==> src/rtl/input_vc_controller_pkg.sv <==
// Shared router constants, flit-type encodings and input-VC state encoding.
// Flit layout: [DW-1:DW-2] vcid, [DW-3:DW-4] type, remaining bits payload.
package input_vc_controller_pkg;

    localparam int DW            = 16;
    localparam int V             = 4;
    localparam int P             = 5;
    localparam int P_LOG         = 3;
    localparam int BUF_DEPTH     = 4;
    localparam int BUF_DEPTH_LOG = 2;

    typedef enum logic [1:0] {
        HEAD     = 2'b00,
        BODY     = 2'b01,
        TAIL     = 2'b10,
        HEADTAIL = 2'b11
    } flit_type_e;

    typedef enum logic [2:0] {
        S_INIT,
        S_IDLE,
        S_ROUTING,
        S_VC_ALLOC,
        S_ACTIVE
    } vc_state_e;

    function automatic logic starts_packet(input logic [1:0] flit_type);
        return (flit_type == HEAD) || (flit_type == HEADTAIL);
    endfunction

    function automatic logic ends_packet(input logic [1:0] flit_type);
        return (flit_type == TAIL) || (flit_type == HEADTAIL);
    endfunction

endpackage

==> src/rtl/vc_flit_fifo.sv <==
// Flit buffer for one input VC: array storage with an asynchronous head read so a
// written flit is visible at the head on the next cycle.
module vc_flit_fifo #(
    parameter int WIDTH     = 14,
    parameter int DEPTH     = 4,
    parameter int DEPTH_LOG = 2
) (
    input  logic             clk,
    input  logic             rstn,
    input  logic             push,
    input  logic [WIDTH-1:0] push_data,
    input  logic             pop,
    output logic [WIDTH-1:0] head_data,
    output logic             full,
    output logic             empty,
    output logic             overflow
);

    localparam int CNT_W = DEPTH_LOG + 1;

    logic [WIDTH-1:0]     mem [DEPTH];
    logic [DEPTH_LOG-1:0] wr_ptr_reg;
    logic [DEPTH_LOG-1:0] rd_ptr_reg;
    logic [CNT_W-1:0]     count_reg;
    logic                 do_push;
    logic                 do_pop;

    function automatic logic [DEPTH_LOG-1:0] wrap_inc(input logic [DEPTH_LOG-1:0] ptr);
        return (ptr == DEPTH_LOG'(DEPTH - 1)) ? '0 : ptr + 1'b1;
    endfunction

    assign empty     = (count_reg == '0);
    assign full      = (count_reg == CNT_W'(DEPTH));
    assign do_pop    = pop & ~empty;
    // A full buffer still takes a write when the head leaves in the same cycle.
    assign do_push   = push & (~full | do_pop);
    assign overflow  = push & full & ~do_pop;
    assign head_data = mem[rd_ptr_reg];

    always_ff @(posedge clk) begin
        if (do_push) begin
            mem[wr_ptr_reg] <= push_data;
        end
    end

    always_ff @(posedge clk or negedge rstn) begin
        if (!rstn) begin
            wr_ptr_reg <= '0;
            rd_ptr_reg <= '0;
            count_reg  <= '0;
        end else begin
            if (do_push) begin
                wr_ptr_reg <= wrap_inc(wr_ptr_reg);
            end
            if (do_pop) begin
                rd_ptr_reg <= wrap_inc(rd_ptr_reg);
            end
            if (do_push && !do_pop) begin
                count_reg <= count_reg + 1'b1;
            end else if (!do_push && do_pop) begin
                count_reg <= count_reg - 1'b1;
            end
        end
    end

endmodule

==> src/rtl/input_vc_controller.sv <==
// Input virtual-channel controller: buffers flits of one VC and walks each packet
// through route computation, VC allocation and switch traversal, returning credits.
module input_vc_controller
    import input_vc_controller_pkg::*;
#(
    parameter logic [1:0] VCID = 2'd0
) (
    input  logic             clk,
    input  logic             rstn,
    input  logic             inValid,
    input  logic [DW-1:0]    inDat,
    output logic             routeReq,
    input  logic             routeDone,
    input  logic [P_LOG-1:0] routePort,
    output logic             vaReq,
    input  logic             vaGrant,
    input  logic [1:0]       vaOutVC,
    input  logic             outVCReady,
    output logic             saReq,
    input  logic             saGrant,
    output logic             outValid,
    output logic [DW-1:0]    outDat,
    output logic [P_LOG-1:0] outPort,
    output logic             creditUpdate,
    output logic             errFlag
);

    localparam int CNT_W = BUF_DEPTH_LOG + 1;

    vc_state_e        state_reg, state_next;
    logic [CNT_W-1:0] init_cnt_reg, init_cnt_next;
    logic [P_LOG-1:0] out_port_reg, out_port_next;
    logic [1:0]       out_vc_reg, out_vc_next;
    logic             err_reg, err_next;

    logic             fifo_push;
    logic             fifo_pop;
    logic [DW-3:0]    fifo_head;
    logic             fifo_full;
    logic             fifo_empty;
    logic             fifo_overflow;
    logic [1:0]       head_type;
    logic             proto_err;

    // The vcid field is implied by the buffer itself, so only type and payload are stored.
    assign fifo_push = inValid && (inDat[DW-1:DW-2] == VCID);
    assign head_type = fifo_head[DW-3:DW-4];

    vc_flit_fifo #(
        .WIDTH     (DW - 2),
        .DEPTH     (BUF_DEPTH),
        .DEPTH_LOG (BUF_DEPTH_LOG)
    ) u_fifo (
        .clk       (clk),
        .rstn      (rstn),
        .push      (fifo_push),
        .push_data (inDat[DW-3:0]),
        .pop       (fifo_pop),
        .head_data (fifo_head),
        .full      (fifo_full),
        .empty     (fifo_empty),
        .overflow  (fifo_overflow)
    );

    always_comb begin
        state_next    = state_reg;
        init_cnt_next = init_cnt_reg;
        out_port_next = out_port_reg;
        out_vc_next   = out_vc_reg;
        routeReq      = 1'b0;
        vaReq         = 1'b0;
        saReq         = 1'b0;
        outValid      = 1'b0;
        outDat        = '0;
        creditUpdate  = 1'b0;
        fifo_pop      = 1'b0;
        proto_err     = 1'b0;

        case (state_reg)
            S_INIT: begin
                // Count 0 is the idle cycle right after reset; counts 1..BUF_DEPTH each carry a credit.
                creditUpdate = (init_cnt_reg != '0);
                if (init_cnt_reg == CNT_W'(BUF_DEPTH)) begin
                    init_cnt_next = '0;
                    state_next    = S_IDLE;
                end else begin
                    init_cnt_next = init_cnt_reg + 1'b1;
                end
            end
            S_IDLE: begin
                if (!fifo_empty) begin
                    if (starts_packet(head_type)) begin
                        state_next = S_ROUTING;
                    end else begin
                        fifo_pop     = 1'b1;
                        creditUpdate = 1'b1;
                        proto_err    = 1'b1;
                    end
                end
            end
            S_ROUTING: begin
                routeReq = 1'b1;
                if (routeDone) begin
                    out_port_next = routePort;
                    state_next    = S_VC_ALLOC;
                end
            end
            S_VC_ALLOC: begin
                vaReq = 1'b1;
                if (vaGrant) begin
                    out_vc_next = vaOutVC;
                    state_next  = S_ACTIVE;
                end
            end
            S_ACTIVE: begin
                saReq = !fifo_empty && outVCReady;
                if (saReq && saGrant) begin
                    outValid     = 1'b1;
                    outDat       = {out_vc_reg, fifo_head};
                    fifo_pop     = 1'b1;
                    creditUpdate = 1'b1;
                    if (ends_packet(head_type)) begin
                        state_next = S_IDLE;
                    end
                end
            end
            default: begin
                state_next    = S_INIT;
                init_cnt_next = '0;
            end
        endcase

        err_next = err_reg | proto_err | fifo_overflow;
    end

    always_ff @(posedge clk or negedge rstn) begin
        if (!rstn) begin
            state_reg    <= S_INIT;
            init_cnt_reg <= '0;
            out_port_reg <= '0;
            out_vc_reg   <= '0;
            err_reg      <= 1'b0;
        end else begin
            state_reg    <= state_next;
            init_cnt_reg <= init_cnt_next;
            out_port_reg <= out_port_next;
            out_vc_reg   <= out_vc_next;
            err_reg      <= err_next;
        end
    end

    assign outPort = out_port_reg;
    assign errFlag = err_reg;

endmodule

==> config.mk <==
export PLATFORM = sky130hd
export DESIGN_NAME = input_vc_controller
export DESIGN_NICKNAME = d
export VERILOG_FILES = /design/src/rtl/input_vc_controller_pkg.sv /design/src/rtl/vc_flit_fifo.sv /design/src/rtl/input_vc_controller.sv
export SDC_FILE = /design/constraint.sdc
export NUM_CORES = 1
export LEC_CHECK = 0
export BUFFER_PORTS_ARGS = -buffer_cell sky130_fd_sc_hd__buf_2
export CAP_MARGIN = 20
export CELL_PAD_IN_SITES_DETAIL_PLACEMENT = 1
export CELL_PAD_IN_SITES_GLOBAL_PLACEMENT = 1
export CORE_MARGIN = 2
export CORE_UTILIZATION = 42
export CTS_CLUSTER_SIZE = 25
export DETAILED_ROUTE_END_ITERATION = 10
export GPL_TIMING_DRIVEN = 0
export PLACE_DENSITY_LB_ADDON = 0.1
export SLEW_MARGIN = 25
export SYNTH_ARGS = -nofsm -noshare
export SYNTH_HDL_FRONTEND = slang
export SYNTH_HIERARCHICAL = 1
export SYNTH_SLANG_ARGS = --single-unit
==> constraint.sdc <==
create_clock -name clk -period 3.4 [get_ports clk]
set_input_delay 0 -clock clk [delete_from_list [all_inputs] [get_ports clk]]
set_output_delay 0 -clock clk [all_outputs]
set_load 0.005 [all_outputs]
==> flow_metrics.tcl <==
set metrics [dict create \
    insertion_delay_ns 0.34 \
    fp.coreArea_um2 7647 \
    cts.clk_slew.worst_paths_ns 0.08 \
    finalPower_w 0.002948 \
    place_hpwl_um 4083 \
    tightest_slew_ns 0.7593 \
    crit_start "u_fifo/rd_ptr_reg[1]" \
    die_w_um 92.38 \
    cts_buffers 9 \
    num_rows 32 \
    fin_skew_ns 0.005484 \
    drive_above_1_share_pct 38.97 \
    period_share_pct 93.52 \
    syn-mean-instance-area_um2 16.65 \
    seqCellArea_um2 2157 \
    r2r_start "u_fifo/rd_ptr_reg[1]" \
    critPathCaptureType "register" \
    cap_violations 0 \
    ir_drop_v 0.0003022 \
    antenna_found_initial 0 \
    regMostFlops "u_fifo/mem" \
    largest_reg_flops 56 \
    ff2ff_path_depth 12 \
    htreeDepth 3 \
    gp_congestion 0.7227 \
    rsz0062_at_grt "false" \
    grt_pass1_wl_um 10370 \
    maxSlewViolCount 0 \
    holdWs_ns 0.1301 \
    grt_start_max_net_pins 20 \
    area_delta_synth_final_pct 27.50 \
    synth_cells 197 \
    ys_warn_count 6 \
    dr.pass1.iters 4 \
    fmax_ghz 0.3145 \
    vias 1970 \
    critPathArrivalTime_ns 3.45 \
    instances_no_fill 392 \
    met3_length_um 136 \
    max_slew_margin_pct 48.99 \
    route.detailed.drc 0 \
    multi_input_area_um2 1099 \
    synth_area_um2 3281 \
    grtUsageTotal_pct 16.06 \
    worst-setup-path-type "reg -> reg" \
    wl_per_cell_um 16.10 \
    hold_viol 0 \
    wl_met2_um 3260 \
    cts_tree "built" \
    nFillCells 780 \
    cp_common_cell "xor2_1" \
    grt_remaining_overflow 0 \
    clk_path_buf_depth 2 \
    fin_util_pct 54.70 \
    vias_per_cell 5.026 \
    cts_root_buf "clkbuf_8" \
    status "complete, no violations" \
    dieArea_um2 8534 \
    finalCriticalPeriod_ns 3.180 \
    n_antenna_cell 0 \
    final_cell_mix "56 x edfxtp_1, 55 x buf_2, 22 x dlygate4sd3_1" \
    grt_pass1_vias 2089 \
    wl_um 6312 \
    dieHeight_um 92.38 \
    min_path_type "in -> async" \
    setup_viol 0 \
    pwr_density_cell_nw_per_um2 704.7 \
    m1WireLength_um 2836 \
    cp.required_ns 3.67 \
    cp_cell_sequence "clkbuf_4 > mux4_2 > ha_4 > nor4_4 > or2_4 > o21a_4 > ha_2 > inv_1 > fa_1 > xor2_1 > nor2_1 > xor2_1" \
    slowest_delay_ns 0.53 \
    worst_setup_path_start_kind "register" \
    start_util_pct 42.90 \
    io_pins 53 \
    syn_nets 236 \
    antenna_left 0 \
    nets 324 \
    io_buffers 52 \
    dpl.cell_count 351 \
    p_leak_nw 1.643 \
    numClockSinks 75 \
    layout_commonest_cell "edfxtp_1" \
    dr.max_layer_used "met4" \
    critPathMaxFanout 10 \
    drt_iter0_markers 69 \
    crit_slowest_cell "dfrtp_1" \
]
==> path summary, 6_finish.rpt <==
path                                        end  slack, ns
min                             init_cnt_reg[0]       0.13
max in group asynchronous   u_fifo/count_reg[0]       2.95
max                         u_fifo/count_reg[2]       0.22
min in group clk           u_fifo/wr_ptr_reg[1]       0.17
min reg2reg                             errFlag       0.48
max reg2reg                 u_fifo/count_reg[2]       0.22
==> layer usage <==
metal,vias up,track usage (%)
li1,923,-
met1,1015,21.35
met2,25,25.91
met3,7,3.173
met4,0,6.716
met5,-,0
==> timing repair <==
action | 4_1_cts | 5_1_grt
pin swaps | 1 | 0
setup buffers | 1 | 2
resized for setup | 8 | 7
hold buffers | 22 | 0
setup endpoints to repair | 58 | 2
hold endpoints to repair | 82 | 0
==> critical path: cells and delay by family (launching register included) <==
kind / cells / cell delay, ns
flops: 1 / 0.53
buf+inv: 2 / 0.37
simple gates: 3 / 0.52
mux: 1 / 0.39
fa+ha+maj: 3 / 0.83
compound gates: 1 / 0.18
xor+xnor: 2 / 0.31
==> report_power, final <==
group          total (W)  internal, W  switching (W)
combinational   0.000990     0.000534       0.000456
sequential       0.00125      0.00114       0.000117
clock           0.000706     0.000353       0.000353
==> per-stage QoR <==
step,setup TNS [ns],worst slack [ns],cell area [µm²]
6_report,0,0.2204,4183
5_1_grt,0,0.01678,4183
4_1_cts,0,0.003294,4139
3_5_place_dp,-3.292,-0.3869,3669
3_3_place_gp,-3.330,-0.3777,3669
2_1_floorplan,0,0.02255,3281
==> cell type report <==
cell class | count | share of cell area [%]
clock inverter | 7 | 2.034
buffer | 7 | 1.555
sequential | 75 | 51.57
multi-input combinational | 109 | 26.26
inverter | 6 | 0.5384
timing repair buffer | 77 | 12.03
tap | 102 | 3.051
clock buffer | 9 | 2.961
(Power assumes the default switching activity.)
